<file path="src/rtl/noc_pkg.sv">
// Shared packet layout and TX state encoding for the neuron-core
// network interface.
package noc_pkg;

  localparam int PACKET_WIDTH = 32;

  localparam int DEST_MSB   = 31;
  localparam int DEST_LSB   = 28;
  localparam int SRC_MSB    = 27;
  localparam int SRC_LSB    = 24;
  localparam int NEURON_MSB = 23;
  localparam int NEURON_LSB = 16;
  localparam int TS_MSB     = 15;
  localparam int TS_LSB     = 0;

  localparam int ADDR_FLD_W = DEST_MSB - DEST_LSB + 1;
  localparam int NRN_FLD_W  = NEURON_MSB - NEURON_LSB + 1;
  localparam int TS_WIDTH   = TS_MSB - TS_LSB + 1;

  typedef enum logic [1:0] {
    IDLE   = 2'd0,
    LOOKUP = 2'd1,
    SEND   = 2'd2
  } tx_state_e;

endpackage

</file>
<file path="src/rtl/noc_sync_fifo.sv">
// Single-clock FIFO; a push while full is refused even if a pop
// happens on the same edge.
module noc_sync_fifo #(
  parameter int WIDTH = 8,
  parameter int DEPTH = 4
) (
  input  logic             clk,
  input  logic             rst_n,
  input  logic             push_i,
  input  logic [WIDTH-1:0] data_i,
  input  logic             pop_i,
  output logic [WIDTH-1:0] data_o,
  output logic             full_o,
  output logic             empty_o
);

  localparam int AW = $clog2(DEPTH);
  localparam logic [AW:0] ONE = {{AW{1'b0}}, 1'b1};

  logic [WIDTH-1:0] mem_q [DEPTH];
  logic [AW:0]      wr_q, wr_d;
  logic [AW:0]      rd_q, rd_d;
  logic             do_push;
  logic             do_pop;

  assign empty_o = (wr_q == rd_q);
  assign full_o  = (wr_q[AW] != rd_q[AW]) &&
                   (wr_q[AW-1:0] == rd_q[AW-1:0]);
  assign do_push = push_i && !full_o;
  assign do_pop  = pop_i && !empty_o;
  assign data_o  = mem_q[rd_q[AW-1:0]];

  always_comb begin
    wr_d = wr_q;
    rd_d = rd_q;
    if (do_push) wr_d = wr_q + ONE;
    if (do_pop)  rd_d = rd_q + ONE;
  end

  always_ff @(posedge clk or negedge rst_n) begin
    if (!rst_n) begin
      wr_q <= '0;
      rd_q <= '0;
    end else begin
      wr_q <= wr_d;
      rd_q <= rd_d;
    end
  end

  always_ff @(posedge clk or negedge rst_n) begin
    if (!rst_n) begin
      for (int i = 0; i < DEPTH; i++) mem_q[i] <= '0;
    end else if (do_push) begin
      mem_q[wr_q[AW-1:0]] <= data_i;
    end
  end

endmodule

</file>
<file path="src/rtl/noc_network_interface.sv">
// Network interface between a neuron core and a mesh router local
// port: spike-to-packet TX with destination table, filtered RX.
module noc_network_interface
  import noc_pkg::*;
#(
  parameter int ROUTER_ADDR_WIDTH = 4,
  parameter int NEURON_ID_WIDTH   = 8,
  parameter int TX_FIFO_DEPTH     = 4,
  parameter int RX_FIFO_DEPTH     = 4
) (
  input  logic                         clk,
  input  logic                         rst_n,
  input  logic [ROUTER_ADDR_WIDTH-1:0] router_addr,
  input  logic [15:0]                  current_timestep,
  input  logic [NEURON_ID_WIDTH-1:0]   spike_in_neuron_id,
  input  logic                         spike_in_valid,
  output logic                         spike_in_ready,
  output logic [31:0]                  net_tx_packet,
  output logic                         net_tx_valid,
  input  logic                         net_tx_ready,
  input  logic [31:0]                  net_rx_packet,
  input  logic                         net_rx_valid,
  output logic                         net_rx_ready,
  output logic [ROUTER_ADDR_WIDTH-1:0] spike_out_src_addr,
  output logic [NEURON_ID_WIDTH-1:0]   spike_out_src_neuron,
  output logic [15:0]                  spike_out_timestep,
  output logic                         spike_out_valid,
  input  logic                         spike_out_ready,
  input  logic                         cfg_we,
  input  logic [NEURON_ID_WIDTH-1:0]   cfg_neuron_id,
  input  logic [ROUTER_ADDR_WIDTH-1:0] cfg_dest_addr,
  input  logic                         cfg_dest_en,
  output logic [15:0]                  tx_count,
  output logic [15:0]                  rx_count,
  output logic [15:0]                  drop_count
);

  localparam int RAW = ROUTER_ADDR_WIDTH;
  localparam int NID = NEURON_ID_WIDTH;
  localparam int TBL = 1 << NID;
  localparam int TXW = NID + TS_WIDTH;
  localparam int RXW = RAW + NID + TS_WIDTH;

  // destination table
  logic           en_q   [TBL];
  logic [RAW-1:0] dest_q [TBL];

  always_ff @(posedge clk or negedge rst_n) begin
    if (!rst_n) begin
      for (int i = 0; i < TBL; i++) begin
        en_q[i]   <= 1'b0;
        dest_q[i] <= '0;
      end
    end else if (cfg_we) begin
      en_q[cfg_neuron_id]   <= cfg_dest_en;
      dest_q[cfg_neuron_id] <= cfg_dest_addr;
    end
  end

  // TX path
  logic           tx_push, tx_pop;
  logic           tx_full, tx_empty;
  logic [TXW-1:0] tx_dout;

  assign spike_in_ready = !tx_full;
  assign tx_push = spike_in_valid && !tx_full;

  noc_sync_fifo #(
    .WIDTH (TXW),
    .DEPTH (TX_FIFO_DEPTH)
  ) u_tx_fifo (
    .clk     (clk),
    .rst_n   (rst_n),
    .push_i  (tx_push),
    .data_i  ({spike_in_neuron_id, current_timestep}),
    .pop_i   (tx_pop),
    .data_o  (tx_dout),
    .full_o  (tx_full),
    .empty_o (tx_empty)
  );

  tx_state_e              state_q, state_d;
  logic [TXW-1:0]         hold_q, hold_d;
  logic [PACKET_WIDTH-1:0] pkt_q, pkt_d;
  logic [PACKET_WIDTH-1:0] pkt_build;
  logic [NID-1:0]         hold_nid;
  logic [TS_WIDTH-1:0]    hold_ts;
  logic                   tx_inc;
  logic                   tx_drop;

  assign hold_nid = hold_q[TS_WIDTH +: NID];
  assign hold_ts  = hold_q[TS_WIDTH-1:0];

  always_comb begin
    pkt_build = '0;
    pkt_build[DEST_LSB +: RAW]     = dest_q[hold_nid];
    pkt_build[SRC_LSB +: RAW]      = router_addr;
    pkt_build[NEURON_LSB +: NID]   = hold_nid;
    pkt_build[TS_MSB:TS_LSB]       = hold_ts;
  end

  always_comb begin
    state_d      = state_q;
    hold_d       = hold_q;
    pkt_d        = pkt_q;
    tx_pop       = 1'b0;
    tx_inc       = 1'b0;
    tx_drop      = 1'b0;
    net_tx_valid = 1'b0;
    unique case (state_q)
      IDLE: begin
        if (!tx_empty) begin
          tx_pop  = 1'b1;
          hold_d  = tx_dout;
          state_d = LOOKUP;
        end
      end
      LOOKUP: begin
        if (en_q[hold_nid]) begin
          pkt_d   = pkt_build;
          state_d = SEND;
        end else begin
          tx_drop = 1'b1;
          state_d = IDLE;
        end
      end
      SEND: begin
        net_tx_valid = 1'b1;
        if (net_tx_ready) begin
          tx_inc  = 1'b1;
          state_d = IDLE;
        end
      end
      default: state_d = IDLE;
    endcase
  end

  always_ff @(posedge clk or negedge rst_n) begin
    if (!rst_n) begin
      state_q <= IDLE;
      hold_q  <= '0;
      pkt_q   <= '0;
    end else begin
      state_q <= state_d;
      hold_q  <= hold_d;
      pkt_q   <= pkt_d;
    end
  end

  assign net_tx_packet = pkt_q;

  // RX path
  logic [ADDR_FLD_W-1:0] addr_ext;
  logic [ADDR_FLD_W-1:0] rx_src_fld;
  logic [NRN_FLD_W-1:0]  rx_nrn_fld;
  logic                  rx_full, rx_empty;
  logic                  rx_acc, rx_hit;
  logic                  rx_push, rx_drop;
  logic [RXW-1:0]        rx_din, rx_dout;

  always_comb begin
    addr_ext = '0;
    addr_ext[RAW-1:0] = router_addr;
  end

  assign rx_src_fld   = net_rx_packet[SRC_MSB:SRC_LSB];
  assign rx_nrn_fld   = net_rx_packet[NEURON_MSB:NEURON_LSB];
  assign rx_hit       = (net_rx_packet[DEST_MSB:DEST_LSB] == addr_ext);
  assign net_rx_ready = !rx_full;
  assign rx_acc       = net_rx_valid && !rx_full;
  assign rx_push      = rx_acc && rx_hit;
  assign rx_drop      = rx_acc && !rx_hit;
  assign rx_din       = {rx_src_fld[RAW-1:0], rx_nrn_fld[NID-1:0],
                         net_rx_packet[TS_MSB:TS_LSB]};

  noc_sync_fifo #(
    .WIDTH (RXW),
    .DEPTH (RX_FIFO_DEPTH)
  ) u_rx_fifo (
    .clk     (clk),
    .rst_n   (rst_n),
    .push_i  (rx_push),
    .data_i  (rx_din),
    .pop_i   (spike_out_ready),
    .data_o  (rx_dout),
    .full_o  (rx_full),
    .empty_o (rx_empty)
  );

  // stale FIFO contents stay hidden while nothing is queued
  always_comb begin
    spike_out_valid      = !rx_empty;
    spike_out_src_addr   = '0;
    spike_out_src_neuron = '0;
    spike_out_timestep   = '0;
    if (!rx_empty) begin
      spike_out_src_addr   = rx_dout[NID+TS_WIDTH +: RAW];
      spike_out_src_neuron = rx_dout[TS_WIDTH +: NID];
      spike_out_timestep   = rx_dout[TS_WIDTH-1:0];
    end
  end

  // statistics
  logic [15:0] tx_cnt_q, tx_cnt_d;
  logic [15:0] rx_cnt_q, rx_cnt_d;
  logic [15:0] drop_cnt_q, drop_cnt_d;

  always_comb begin
    tx_cnt_d   = tx_cnt_q + {15'd0, tx_inc};
    rx_cnt_d   = rx_cnt_q + {15'd0, rx_push};
    drop_cnt_d = drop_cnt_q + {15'd0, tx_drop} + {15'd0, rx_drop};
  end

  always_ff @(posedge clk or negedge rst_n) begin
    if (!rst_n) begin
      tx_cnt_q   <= '0;
      rx_cnt_q   <= '0;
      drop_cnt_q <= '0;
    end else begin
      tx_cnt_q   <= tx_cnt_d;
      rx_cnt_q   <= rx_cnt_d;
      drop_cnt_q <= drop_cnt_d;
    end
  end

  assign tx_count   = tx_cnt_q;
  assign rx_count   = rx_cnt_q;
  assign drop_count = drop_cnt_q;

endmodule
</file>
<file path="config.mk">
export PLATFORM = sky130hd
export DESIGN_NAME = noc_network_interface
export DESIGN_NICKNAME = d
export VERILOG_FILES = /design/src/rtl/noc_pkg.sv /design/src/rtl/noc_sync_fifo.sv /design/src/rtl/noc_network_interface.sv
export SDC_FILE = /design/constraint.sdc
export NUM_CORES = 2
export LEC_CHECK = 0
export CORE_MARGIN = 3
export CORE_UTILIZATION = 25
export DETAILED_ROUTE_END_ITERATION = 10
export HOLD_SLACK_MARGIN = 0.06
export PLACE_DENSITY = 0.47
export REMOVE_ABC_BUFFERS = 1
export SYNTH_ARGS = -nofsm -noshare
export SYNTH_HDL_FRONTEND = slang
export SYNTH_SLANG_ARGS = --single-unit
export TNS_END_PERCENT = 1
</file>
<file path="constraint.sdc">
create_clock -name clk -period 2.9 [get_ports clk]
set_input_delay 0.58 -clock clk [delete_from_list [all_inputs] [get_ports clk]]
set_output_delay 0.58 -clock clk [all_outputs]
set_load 0.03 [all_outputs]
</file>
==> impl_metrics.toml <==
[timing]
fin_crit_ns = 3.62
rsz0062_at_grt = "yes"
setup_ws_ns = -0.718
hold_viol = 0
max_freq_mhz = 276
period_share_pct = 125
fin_skew_ns = 0.0417
relSlewSlack_pct = 37.0
worst_slew_pin_slew_ns = 0.945
report.final.slew_viol_count = 0
setup_viol = 68

[clock_network]
clk_pin_slew_ns = 0.06
cts_buffers = 185
cts_buffer_depth = 3
h-tree-depth = 4
cts_root_buffer = "clkbuf_16"
cts_tree = "built"
insertion_delay_ns = 0.82
cts_sinks = 1606

[synth]
synth_edf_count = 0
ys_async_sr_fraction_pct = 100
netlist_area_sq_um = 73100
yosysUniqueCellTypes = 60
ys_seq_area_share_pct = 55.0
yosys_warnings = 0
ys.flop_type = "dfrtp_1"
syn_avg_cell_area_sq_um = 15.3
ys_ff_latch = 1606
synthCells = 4792

[power_and_ir_drop]
vdd_ir_drop_max_mv = 0.569
power_mw = 74.7
p_leak_nw = 42.0
p_per_area_nw_per_um2 = 822

[worst_setup_path]
end_kind = "flop"
slowest_delay_ns = 0.55
crit_buf_inv = 3
critical_path.slowest_cell = "dfrtp_4"
critPathMaxFanout = 19
worstPathRequired_ns = 3.59
cp_cell_sequence = "buf_8 > buf_4 > mux4_2 > nand2_1 > a311oi_4 > o32ai_2 > o31ai_4 > nor2_4 > fa_2 > and3_4 > nand2_4 > nor2_4 > buf_4 > xor2_1"
arrival_ns = 4.30
cp_top_family = "compound AO/OA/AOI/OAI gates"
start_kind = "flop"
path_class = "reg2reg"

[grt]
busiest_layer = "met2"
track_usage_pct = 14.9
use_met3_pct = 2.43
first_global_vias = 47452
antenna_found_initial = 9
grt_use_met2_pct = 24.5
grt_max_degree = 134
grt-ovfl-total = 0
grt_pass1_wl_microns = 335000
grtUsageMet1_pct = 20.3

[floorplanning]
core-area_sq_um = 290000
rows = 197
die_w_microns = 547
start_util_pct = 25.2
die_h_microns = 547
dieArea_sq_um = 299000
pin_count = 192

[cells_and_area]
stdcell_count = 9510
fin_util_pct = 31.4
multi_input_area_sq_um = 31600
fill_cells = 28600
num-nets-final = 5584
drive_above_1_share_pct = 51.3
syn_to_final_growth_pct = 24.3
ff_latch_area_sq_um = 40200

[flow_run]
cap_viol_max_count = 0

[drt]
drc = 0
wl_per_cell_microns = 23.6
drt_wl_total_microns = 225000
ant_nets = 0
drt_first_iter_violations = 2828
via_count = 44136
first_pass_iters = 6
avgViaCountPerCell = 4.64

[status]
status = "complete, but fails checks"
violations = "setup timing"

[placed_design]
dp_hpwl_microns = 157000
dp_cells = 9173
place.gp.congestion = 0.865
port_buffers = 191

[worst_hold_path]
min_path_type = "in2async"
==> synthesized netlist by cell type (16+ instances only) <==
cell type  count  share of area, %
o21ai_0       17              0.12
clkbuf_1     205               1.1
xor2_1        19              0.23
dfrtp_1     1606                55
a221oi_1      19              0.23
mux4_2       336                10
buf_2         45              0.31
a21oi_1       23              0.16
and3_1        20              0.17
xnor2_1       41              0.49
buf_4         27              0.28
a22o_1        16              0.19
mux4_1        22              0.79
nor2b_1       56              0.48
a22oi_1       36              0.37
buf_6         24              0.37
nand2_1      201               1.0
nor2_1       204               1.0
nand3_1       41              0.28
mux2_2      1531                24
mux2i_1       87               1.2
nor3_1        21              0.14
mux2_1        25              0.39
==> routing by layer <==
layer	wire length, microns	up-vias
met1	102000	23911
met2	108000	790
li1	-	19150
met5	12	-
met4	5810	2
met3	9100	283
==> worst reg2reg max path, stage by stage, from the launching register on <==
cell and delay, ns:
dfrtp_4 0.55, buf_8 0.21, buf_4 0.21, mux4_2 0.35, nand2_1 0.09, a311oi_4 0.43
o32ai_2 0.19, o31ai_4 0.46, nor2_4 0.05, fa_2 0.39, and3_4 0.18, nand2_4 0.07
nor2_4 0.05, buf_4 0.12, xor2_1 0.14
==> power breakdown <==
part | leakage (nW) | switching (mW) | internal [mW]
sequential | 21.8 | 1.71 | 25.3
clock | 3.03 | 9.68 | 14.1
combinational | 17.2 | 12.7 | 11.2
total | 42.0 | 24.1 | 50.6
==> path summary, 6_finish.rpt <==
check,cells past startpoint,slack (ns),startpoint,to
setup reg to reg,14,-0.72,hold_q[16],drop_count[11]
hold / removal,2,0.30,rst_n,u_rx_fifo.mem_q[58]
hold reg to reg,1,0.47,rx_count[15],rx_count[15]
max in group asynchronous,3,1.44,rst_n,u_tx_fifo.mem_q[13]
setup / recovery,14,-0.72,hold_q[16],drop_count[11]
min in group clk,2,0.35,net_tx_ready,state_q[1]
==> cell type report <==
class	count	share of cell area (%)
Antenna cell	4	0.0110
Tap cell	3880	5.34
Multi-Input combinational cell	2849	34.8
Clock buffer	281	6.08
Timing Repair Buffer	830	8.76
Inverter	16	0.0688
Clock inverter	44	0.726
Sequential cell	1606	44.2
==> metrics by stage <==
stage / hold slack (ns) / TNS [ns] / setup slack [ns] / cell area, sq um
after floorplan: 0.284 / -680.77 / -11.20 / 71500
after global placement: 0.458 / -43.05 / -1.58 / 84100
after detailed placement: 0.465 / -44.04 / -1.51 / 84100
after CTS: 0.264 / -30.14 / -0.732 / 90700
after global routing: 0.277 / -37.59 / -0.879 / 90900
final: 0.304 / -28.78 / -0.718 / 90900
==> cell families (layout without fill, tap and decap cells) <==
kind of cell	Yosys count	count (layout)	share of synthesized area, %
DFF	1606	1606	55.0
AOI/OAI and AO/OA	179	179	1.79
buffers and inverters	337	1171	2.30
adders and majority gates	16	16	0.284
other	0	4	0
muxes	2001	2001	36.3
and+or+nand+nor	593	593	3.63
xor gates and xnor gates	60	60	0.719
==> registers in the layout, summed over array words and instances (netlist names) <==
register and cells:
dest_q 1024, u_rx_fifo.rd_q 3, u_rx_fifo.mem_q 112, tx_count 16, hold_q 24, net_tx_packet 32, u_tx_fifo.rd_q 3, u_tx_fifo.mem_q 96
en_q 256, u_tx_fifo.wr_q 3, u_rx_fifo.wr_q 3, drop_count 16, rx_count 16, state_q 2
==> timing repair <==
action	in CTS	in global routing
endpoints found under the hold margin	113	0
gates cloned	0	0
hold buffers	1	0
endpoints found under the setup margin	78	78
buffers inserted	4	4
pin swaps	15	10
resized for setup	118	27
==> cell usage in the layout (no fill, tap or decap), types with 40 or more instances in the layout <==
| cell | Yosys | routed |
|---|---|---|
| buf_12 | 5 | 88 |
| buf_4 | 27 | 547 |
| clkbuf_1 | 205 | 47 |
| clkbuf_16 | 0 | 190 |
| clkbuf_8 | 0 | 50 |
| clkdlybuf4s50_1 | 0 | 154 |
| dfrtp_1 | 1606 | 1596 |
| mux2_2 | 1531 | 1530 |
| mux2i_1 | 87 | 82 |
| mux4_2 | 336 | 336 |
| nand2_1 | 201 | 200 |
| nor2_1 | 204 | 193 |
| nor2b_1 | 56 | 54 |
| xnor2_1 | 41 | 40 |
No activity file was read; power rests on OpenSTA's default activity.
